**config.mk**
```make
export PLATFORM = sky130hd
export DESIGN_NAME = r3_small_decode
export DESIGN_NICKNAME = d
export VERILOG_FILES = /design/src/rtl/r3_small_decode_pkg.sv /design/src/rtl/r3_small_decode_field_map.sv /design/src/rtl/r3_small_decode.sv
export SDC_FILE = /design/constraint.sdc
export NUM_CORES = 1
export LEC_CHECK = 0
export ABC_AREA = 1
export BUFFER_PORTS_ARGS = -buffer_cell sky130_fd_sc_hd__buf_2
export CAP_MARGIN = 20
export CORE_AREA = 2 2 57 59
export CTS_CLUSTER_DIAMETER = 150
export CTS_CLUSTER_SIZE = 14
export DETAILED_ROUTE_END_ITERATION = 7
export DIE_AREA = 0 0 59 61
export PLACE_DENSITY = 0.82
export REMOVE_ABC_BUFFERS = 1
export SLEW_MARGIN = 20
export SYNTH_ARGS = -nofsm -noshare
export SYNTH_HDL_FRONTEND = slang
export SYNTH_SLANG_ARGS = --single-unit
```
**constraint.sdc**
```tcl
create_clock -name clk -period 5.8 [get_ports clk]
set_clock_uncertainty 0.1 [all_clocks]
set_input_delay 1.74 -clock clk [delete_from_list [all_inputs] [get_ports clk]]
set_output_delay 1.74 -clock clk [all_outputs]
set_load 0.05 [all_outputs]
```
**src/rtl/r3_small_decode_pkg.sv**
```systemverilog
// Shared definitions for the small-polynomial trit unpacker: trit encodings,
// FSM states and field helpers.
package r3_small_decode_pkg;

  localparam logic [1:0] TRIT_NEG  = 2'b11;
  localparam logic [1:0] TRIT_ZERO = 2'b00;
  localparam logic [1:0] TRIT_POS  = 2'b01;

  localparam int unsigned P_DEFAULT = 757;

  typedef enum logic [1:0] {
    IDLE,
    LOAD,
    EMIT
  } state_t;

  // Packed field holds value+1; field 3 has no meaning and decodes as zero.
  function automatic logic [1:0] field_to_trit(input logic [1:0] field);
    logic [1:0] t;
    case (field)
      2'd0:    t = TRIT_NEG;
      2'd1:    t = TRIT_ZERO;
      2'd2:    t = TRIT_POS;
      default: t = TRIT_ZERO;
    endcase
    return t;
  endfunction

  // One bit per field of a byte that carries a real coefficient.
  function automatic logic [3:0] field_mask(input logic [2:0] nfield);
    logic [3:0] m;
    case (nfield)
      3'd1:    m = 4'b0001;
      3'd2:    m = 4'b0011;
      3'd3:    m = 4'b0111;
      3'd4:    m = 4'b1111;
      default: m = 4'b0000;
    endcase
    return m;
  endfunction

endpackage

```
**src/rtl/r3_small_decode_field_map.sv**
```systemverilog
// Combinational decode of one 2-bit packed field into a signed trit.
module r3_field_map
  import r3_small_decode_pkg::*;
(
  input  logic [1:0] field,
  output logic [1:0] trit,
  output logic       invalid
);

  assign trit    = field_to_trit(field);
  assign invalid = (field == 2'b11);

endmodule

```
**src/rtl/r3_small_decode.sv**
```systemverilog
// Unpacks bytes of four 2-bit fields into a stream of signed trits with
// valid/ready on both sides, one trit per cycle sustained.
module r3_small_decode
  import r3_small_decode_pkg::*;
#(
  parameter int unsigned P  = P_DEFAULT,
  parameter int unsigned CW = 10
) (
  input  logic          clk,
  input  logic          rst_n,
  input  logic          start,
  input  logic [7:0]    in_byte,
  input  logic          in_valid,
  output logic          in_ready,
  output logic [1:0]    trit,
  output logic [CW-1:0] trit_idx,
  output logic          out_valid,
  input  logic          out_ready,
  output logic          out_last,
  output logic          busy,
  output logic          err
);

  localparam logic [CW:0]   P_EXT    = (CW+1)'(P);
  localparam logic [CW-1:0] LAST_IDX = CW'(P - 1);

  state_t        state;
  state_t        state_next;
  logic [7:0]    tsreg;
  logic [2:0]    nfield;
  logic [CW-1:0] idx;
  logic          err_q;
  logic          busy_q;

  logic [7:0]    lane_trit;
  logic [3:0]    lane_bad;

  logic          consume;
  logic          last_field;
  logic          final_trit;
  logic          in_ready_c;
  logic          load;
  logic [CW-1:0] base;
  logic [CW:0]   remaining;
  logic [2:0]    load_n;
  logic [3:0]    load_mask;
  logic          load_bad;

  // The byte is mapped to trits on entry, so the shift register holds
  // ready-to-emit trits and idles at zero.
  for (genvar g = 0; g < 4; g++) begin : g_lane
    r3_field_map u_map (
      .field  (in_byte[2*g +: 2]),
      .trit   (lane_trit[2*g +: 2]),
      .invalid(lane_bad[g])
    );
  end

  always_comb begin
    state_next = state;
    last_field = (nfield == 3'd1);
    final_trit = (idx == LAST_IDX);
    consume    = (state == EMIT) && out_ready;
    in_ready_c = (state == LOAD) || (consume && last_field && !final_trit);
    load       = in_ready_c && in_valid;

    // Overlapped load belongs to the coefficient after the one being consumed.
    base       = (state == EMIT) ? idx + CW'(1) : idx;
    remaining  = P_EXT - {1'b0, base};
    load_n     = (remaining < (CW+1)'(4)) ? remaining[2:0] : 3'd4;
    load_mask  = field_mask(load_n);

    load_bad   = 1'b0;
    for (int unsigned i = 0; i < 4; i++) begin
      if (load_mask[i]) begin
        load_bad = load_bad | lane_bad[i];
      end else begin
        load_bad = load_bad | (|in_byte[2*i +: 2]);
      end
    end

    case (state)
      IDLE: if (start) state_next = LOAD;
      LOAD: if (in_valid) state_next = EMIT;
      EMIT: begin
        if (consume && last_field) begin
          if (final_trit)    state_next = IDLE;
          else if (in_valid) state_next = EMIT;
          else               state_next = LOAD;
        end
      end
      default: state_next = IDLE;
    endcase
  end

  always_ff @(posedge clk or negedge rst_n) begin
    if (!rst_n) begin
      state <= IDLE;
    end else begin
      state <= state_next;
    end
  end

  always_ff @(posedge clk or negedge rst_n) begin
    if (!rst_n) begin
      tsreg  <= '0;
      nfield <= '0;
      idx    <= '0;
      err_q  <= 1'b0;
      busy_q <= 1'b0;
    end else begin
      if ((state == IDLE) && start) begin
        idx    <= '0;
        err_q  <= 1'b0;
        busy_q <= 1'b1;
      end

      if (load) begin
        tsreg  <= lane_trit;
        nfield <= load_n;
        err_q  <= err_q | load_bad;
      end else if (consume) begin
        if (last_field && final_trit) begin
          tsreg  <= '0;
          nfield <= '0;
        end else begin
          tsreg  <= {2'b00, tsreg[7:2]};
          nfield <= nfield - 3'd1;
        end
      end

      if (consume) begin
        if (last_field && final_trit) begin
          idx    <= '0;
          busy_q <= 1'b0;
        end else begin
          idx <= idx + CW'(1);
        end
      end
    end
  end

  assign in_ready  = in_ready_c;
  assign trit      = tsreg[1:0];
  assign trit_idx  = idx;
  assign out_valid = (state == EMIT);
  assign out_last  = (state == EMIT) && final_trit;
  assign busy      = busy_q;
  assign err       = err_q;

endmodule
```
Yosys cells after proc, flatten, opt, wreduce, memory -nomap -nowiden
Index checks and enable logic that the tools add are counted.
{"block": "word_totals", "register_bits": 25, "elab_cells": 89, "in_bits": 13, "output_inout_bits": 17}
{"block": "op_classes", "reduce_logical": 22, "magnitude_cmp": 1, "n_addsub": 3, "eq_ne": 19, "muxes": 31, "bitwise_logic": 7}
{"operator": "10-bit two-way mux", "count": 4}
{"operator": "2-bit equality test (second input constant)", "count": 9}
{"operator": "8-bit two-way mux", "count": 2}
{"operator": "2-bit case mux with 2 select lines", "count": 4}
{"operator": "4-bit case mux with 4 select lines", "count": 1}
{"operator": "3-bit two-way mux", "count": 4}
{"operator": "11-bit by 3-bit < comparator with 1-bit output (second input constant)", "count": 1}
{"operator": "10-bit by 10-bit subtractor with 11-bit output (first input constant)", "count": 1}
{"operator": "10-bit by 1-bit adder with 10-bit output (second input constant)", "count": 1}
{"operator": "10-bit equality test (second input constant)", "count": 1}
{"operator": "2-bit logical NOT", "count": 5}
{"operator": "2-bit two-way mux", "count": 5}
{"operator": "1-bit two-way mux", "count": 9}
{"operator": "2-bit OR reduction", "count": 4}
{"operator": "1-bit logical AND", "count": 7}
{"operator": "1-bit bitwise OR", "count": 7}
{"operator": "3-bit by 1-bit equality test with 1-bit output (second input constant)", "count": 2}
{"operator": "3-bit by 2-bit equality test with 1-bit output (second input constant)", "count": 2}
{"operator": "6-bit two-way mux", "count": 1}
{"operator": "2-bit case mux with 3 select lines", "count": 1}
{"operator": "2-bit nonzero test", "count": 3}
{"operator": "2-bit != test (second input constant)", "count": 2}
{"operator": "3-bit equality test (second input constant)", "count": 1}
{"operator": "3-bit AND reduction", "count": 1}
{"operator": "5 further kinds", "count": 5}

Logic depth before layout (Yosys ltp)
{"block": "depth", "word_depth": 16, "mapped_depth": 16, "ltp_nobuf": 16}

Hierarchy
Synthesis repeated with hierarchy kept, for this count alone.
{"block": "unflattened", "hier_cells": 286, "area_unflattened_um2": 1890.6}
{"mod": "r3_small_decode", "cells_each": 270, "seq_area_each_um2": 625.6, "n_inst": 1, "area_each_um2": 1830.5}
{"mod": "r3_field_map", "cells_each": 4, "seq_area_each_um2": 0.0, "n_inst": 4, "area_each_um2": 15.0}

Worst setup path before layout
OpenSTA, ideal clock, no wires.
{"block": "synth_timing", "path_type": "in2out", "startpoint": "in out_ready", "endpoint": "out in_ready", "path_stages": 4, "path_slack_ns": 1.367, "path_buffers": 0, "arrival_time_ns": 2.593, "required_time_ns": 3.960, "path_cell_list": "inv_1 -> nor2_8 -> nand3_4 -> o22ai_2"}
{"block": "synth_between", "elab_chain_cells": 4}
{"element": "start, declared", "line_no": "r3_small_decode.sv:18", "text": "input logic out_ready,"}
{"element": "1-bit logical AND", "line_no": "r3_small_decode.sv:63", "text": "consume = (state == EMIT) && out_ready;"}
{"element": "1-bit logical AND (2 in series)", "line_no": "r3_small_decode.sv:64", "text": "in_ready_c = (state == LOAD) || (consume && last_field && !final_trit);"}
{"element": "1-bit logical OR", "line_no": "r3_small_decode.sv:64"}
{"element": "end, declared", "line_no": "r3_small_decode.sv:14", "text": "output logic in_ready,"}
Every way passes these cells.

Worst setup path in the final report
Ends and elaborated chain as after synthesis.

==> summary.txt <==
DR vias/cell: 5.53
Sequential power share: 35.9%
TritonCTS clock tree: done
Sw Share: 50.7%
Clk pwr share: 11.0%
Vias in the first global route: 1394
Final hold vios: 0
Endpoint class of the critical path: primary output
Logic pwr share: 53.1%
HP Class: flop to flop
Max Cap Violations: 0
Startpoint class of the critical path: input port
FF-to-FF path depth: 14
Tcrit/Tclk final: 77.8%
Pwr Total: 749 uW
First-pass GRT wire length: 6220 um
Worst slew pin tran: 923 ps
Status: finished clean
Die width: 59 um
Register area share after synthesis: 36.4%
Ys Warns: 0
P_leak: 0.977 nW
GRT Overall Usage: 23.2%
Row count: 20
Clock-pin slew of the registers on the worst-case setup and hold paths: 150 ps
Worst-path fanout max: 9
Initial antenna violation count: 0
Post-CTS resize count: 0
Final wirelength: 3790 um
Fmax: 222 MHz
Num CTS Buffers: 3
I/O Buffers: 29
Fill cells: 270
H-tree levels: 1
Worst Hold Depth: 2
Peak VDD IR: 0.215 mV
DR DRC count: 0
RSZ-0062 raised after global routing: no
Hold bufs inserted after CTS: 0
Switching power: 380 uW
Antenna diodes: 0
Final Setup Violations: 0
Core area: 2950 um2
Average size of a mapped cell: 7.21 um2
CTS Sinks: 25
Critical path required time: 3960 ps
Initial DRC Count: 68
Grt ovf: 0
Pwr dens: 396 nW/um2
Worst relative slew slack: 38.2%
P&R area growth vs syn: 10.1%
Die Footprint: 3600 um2
Max Buffers Root-to-Sink: 2
Root buffer cell: clkbuf_4
Largest net degree at the start of global routing: 26
DR WL/cell: 12.7 um
Io pins: 30
Setup CP Type: input port to primary output
Critical path arrival: 2670 ps
Setup Buffers After CTS: 0
Final nets: 284
Detailed placement HPWL: 2880 um
Synth top area cells: dfrtp_1, nand2_1, nand3_1
Die height: 61 um
Synth top area share: 36.4%
Int Pwr: 369 uW
Worst skew pair latency: 330 ps
Synthesized area: 1720 um2
Leading area contributor after synthesis: dfrtp_1
Routability cong.: 0.905
Initial core utilization: 58.1%
Tmin final: 4510 ps
Drt first pass iters: 4
Cells after synthesis: 238
Total vias in the final route: 1649
Finished Layout Cells: 298
Cell variety after synth: 34
Setup TNS: 0 ps
Slew Limit Fails: 0
Layout cells sized above 1: 17.0%
Final ANT Viol Nets: 0
Synth Register Bits: 25
Placed Cells: 294
==> cell type report <==
type                            count  area (um2)  area share [%]
Multi-Input combinational cell    177         935            49.5
Inverter                           30         113            5.96
Clock buffer                        3        22.5            1.19
Clock inverter                      1        7.51           0.397
Tap cell                           33        41.3            2.19
Sequential cell                    25         626            33.1
Timing Repair Buffer               29         145            7.68
==> layout by cell type, fill, tap and decap left out, drive strengths merged <==
cell type,count
o22ai,4
a21oi,3
o21ai,12
a22o,1
or2,1
nand3,31
a32o,1
nor2,23
xor2,3
a211oi,1
a21boi,2
nand2,73
buf,29
ha,5
clkbuf,3
nand4,5
and2,1
o31ai,1
inv,30
clkinvlp,1
o311a,1
dfrtp,25
o211ai,5
nor3,4
==> critical path, stage by stage <==
cell     delay, ps
buf_2           80
inv_1           80
nor2_8         210
nand3_4         90
o22ai_2        180
buf_2          300
==> kinds of logic after synthesis <==
logic type / share of synthesized area [%]
AND/OR/NAND/NOR: 37.2
buffers and inverters: 9.11
AO/OA/AOI/OAI: 12.1
flip-flops: 36.4
adder cells (fa/ha/maj): 3.64
XOR/XNOR: 1.53
==> worst paths after layout <==
path                                            to                     from  slack (ps)
setup / recovery                          in_ready                out_ready        1290
hold / removal                tsreg[0]$_DFFE_PN0P_     tsreg[0]$_DFFE_PN0P_         400
setup reg to reg             nfield[1]$_DFFE_PN0P_  trit_idx[0]$_DFFE_PN0P_        3260
hold reg to reg               tsreg[0]$_DFFE_PN0P_     tsreg[0]$_DFFE_PN0P_         400
max in group asynchronous     state[1]$_DFFE_PN0P_                    rst_n        3960
min in group asynchronous  trit_idx[9]$_DFFE_PN0P_                    rst_n        1270
==> layer usage <==
layer	global-route usage (%)	vias up	wire length, um
met5	0	-	0
met3	2.77	5	211
met1	33.2	756	1780
met2	36.5	45	1750
met4	8.12	0	51
li1	-	843	-
==> power by group through the flow <==
stage          Sequential (mW)  Clock [mW]  Combinational [mW]
2_1_floorplan            0.320           0               0.254
3_3_place_gp             0.270           0               0.392
3_5_place_dp             0.272           0               0.398
4_1_cts                  0.269      0.0846               0.401
5_1_grt                  0.276      0.0930               0.441
6_report                 0.269      0.0822               0.398
==> through the flow <==
stage          cell area [um2]  utilization, %  hold slack [ps]  setup slack [ps]
2_1_floorplan             1670               -              353              1370
3_3_place_gp              1860            63.0              364              1310
3_5_place_dp              1860            63.0              370              1280
4_1_cts                   1890            64.0              405              1270
5_1_grt                   1890            64.0              427              1240
6_report                  1890            64.0              397              1290
==> cells in the mapped netlist (all sizes together) <==
cell and instances:
a22o 1, o311a 1, ha 5, nand3 31
o31ai 1, nor2 23, inv 30, a32o 1
nand2 73, nand4 5, dfrtp 25, nor3 4
o211ai 5, a21oi 3, and2 1, xor2 3
or2 1, o22ai 4, o21ai 12, buf 6
a21boi 2, a211oi 1
==> state kept, by name (all words and copies together) (netlist names) <==
name / count
err: 1
tsreg: 8
trit_idx: 10
state: 2
nfield: 3
busy: 1
(Power assumes the default switching activity.)
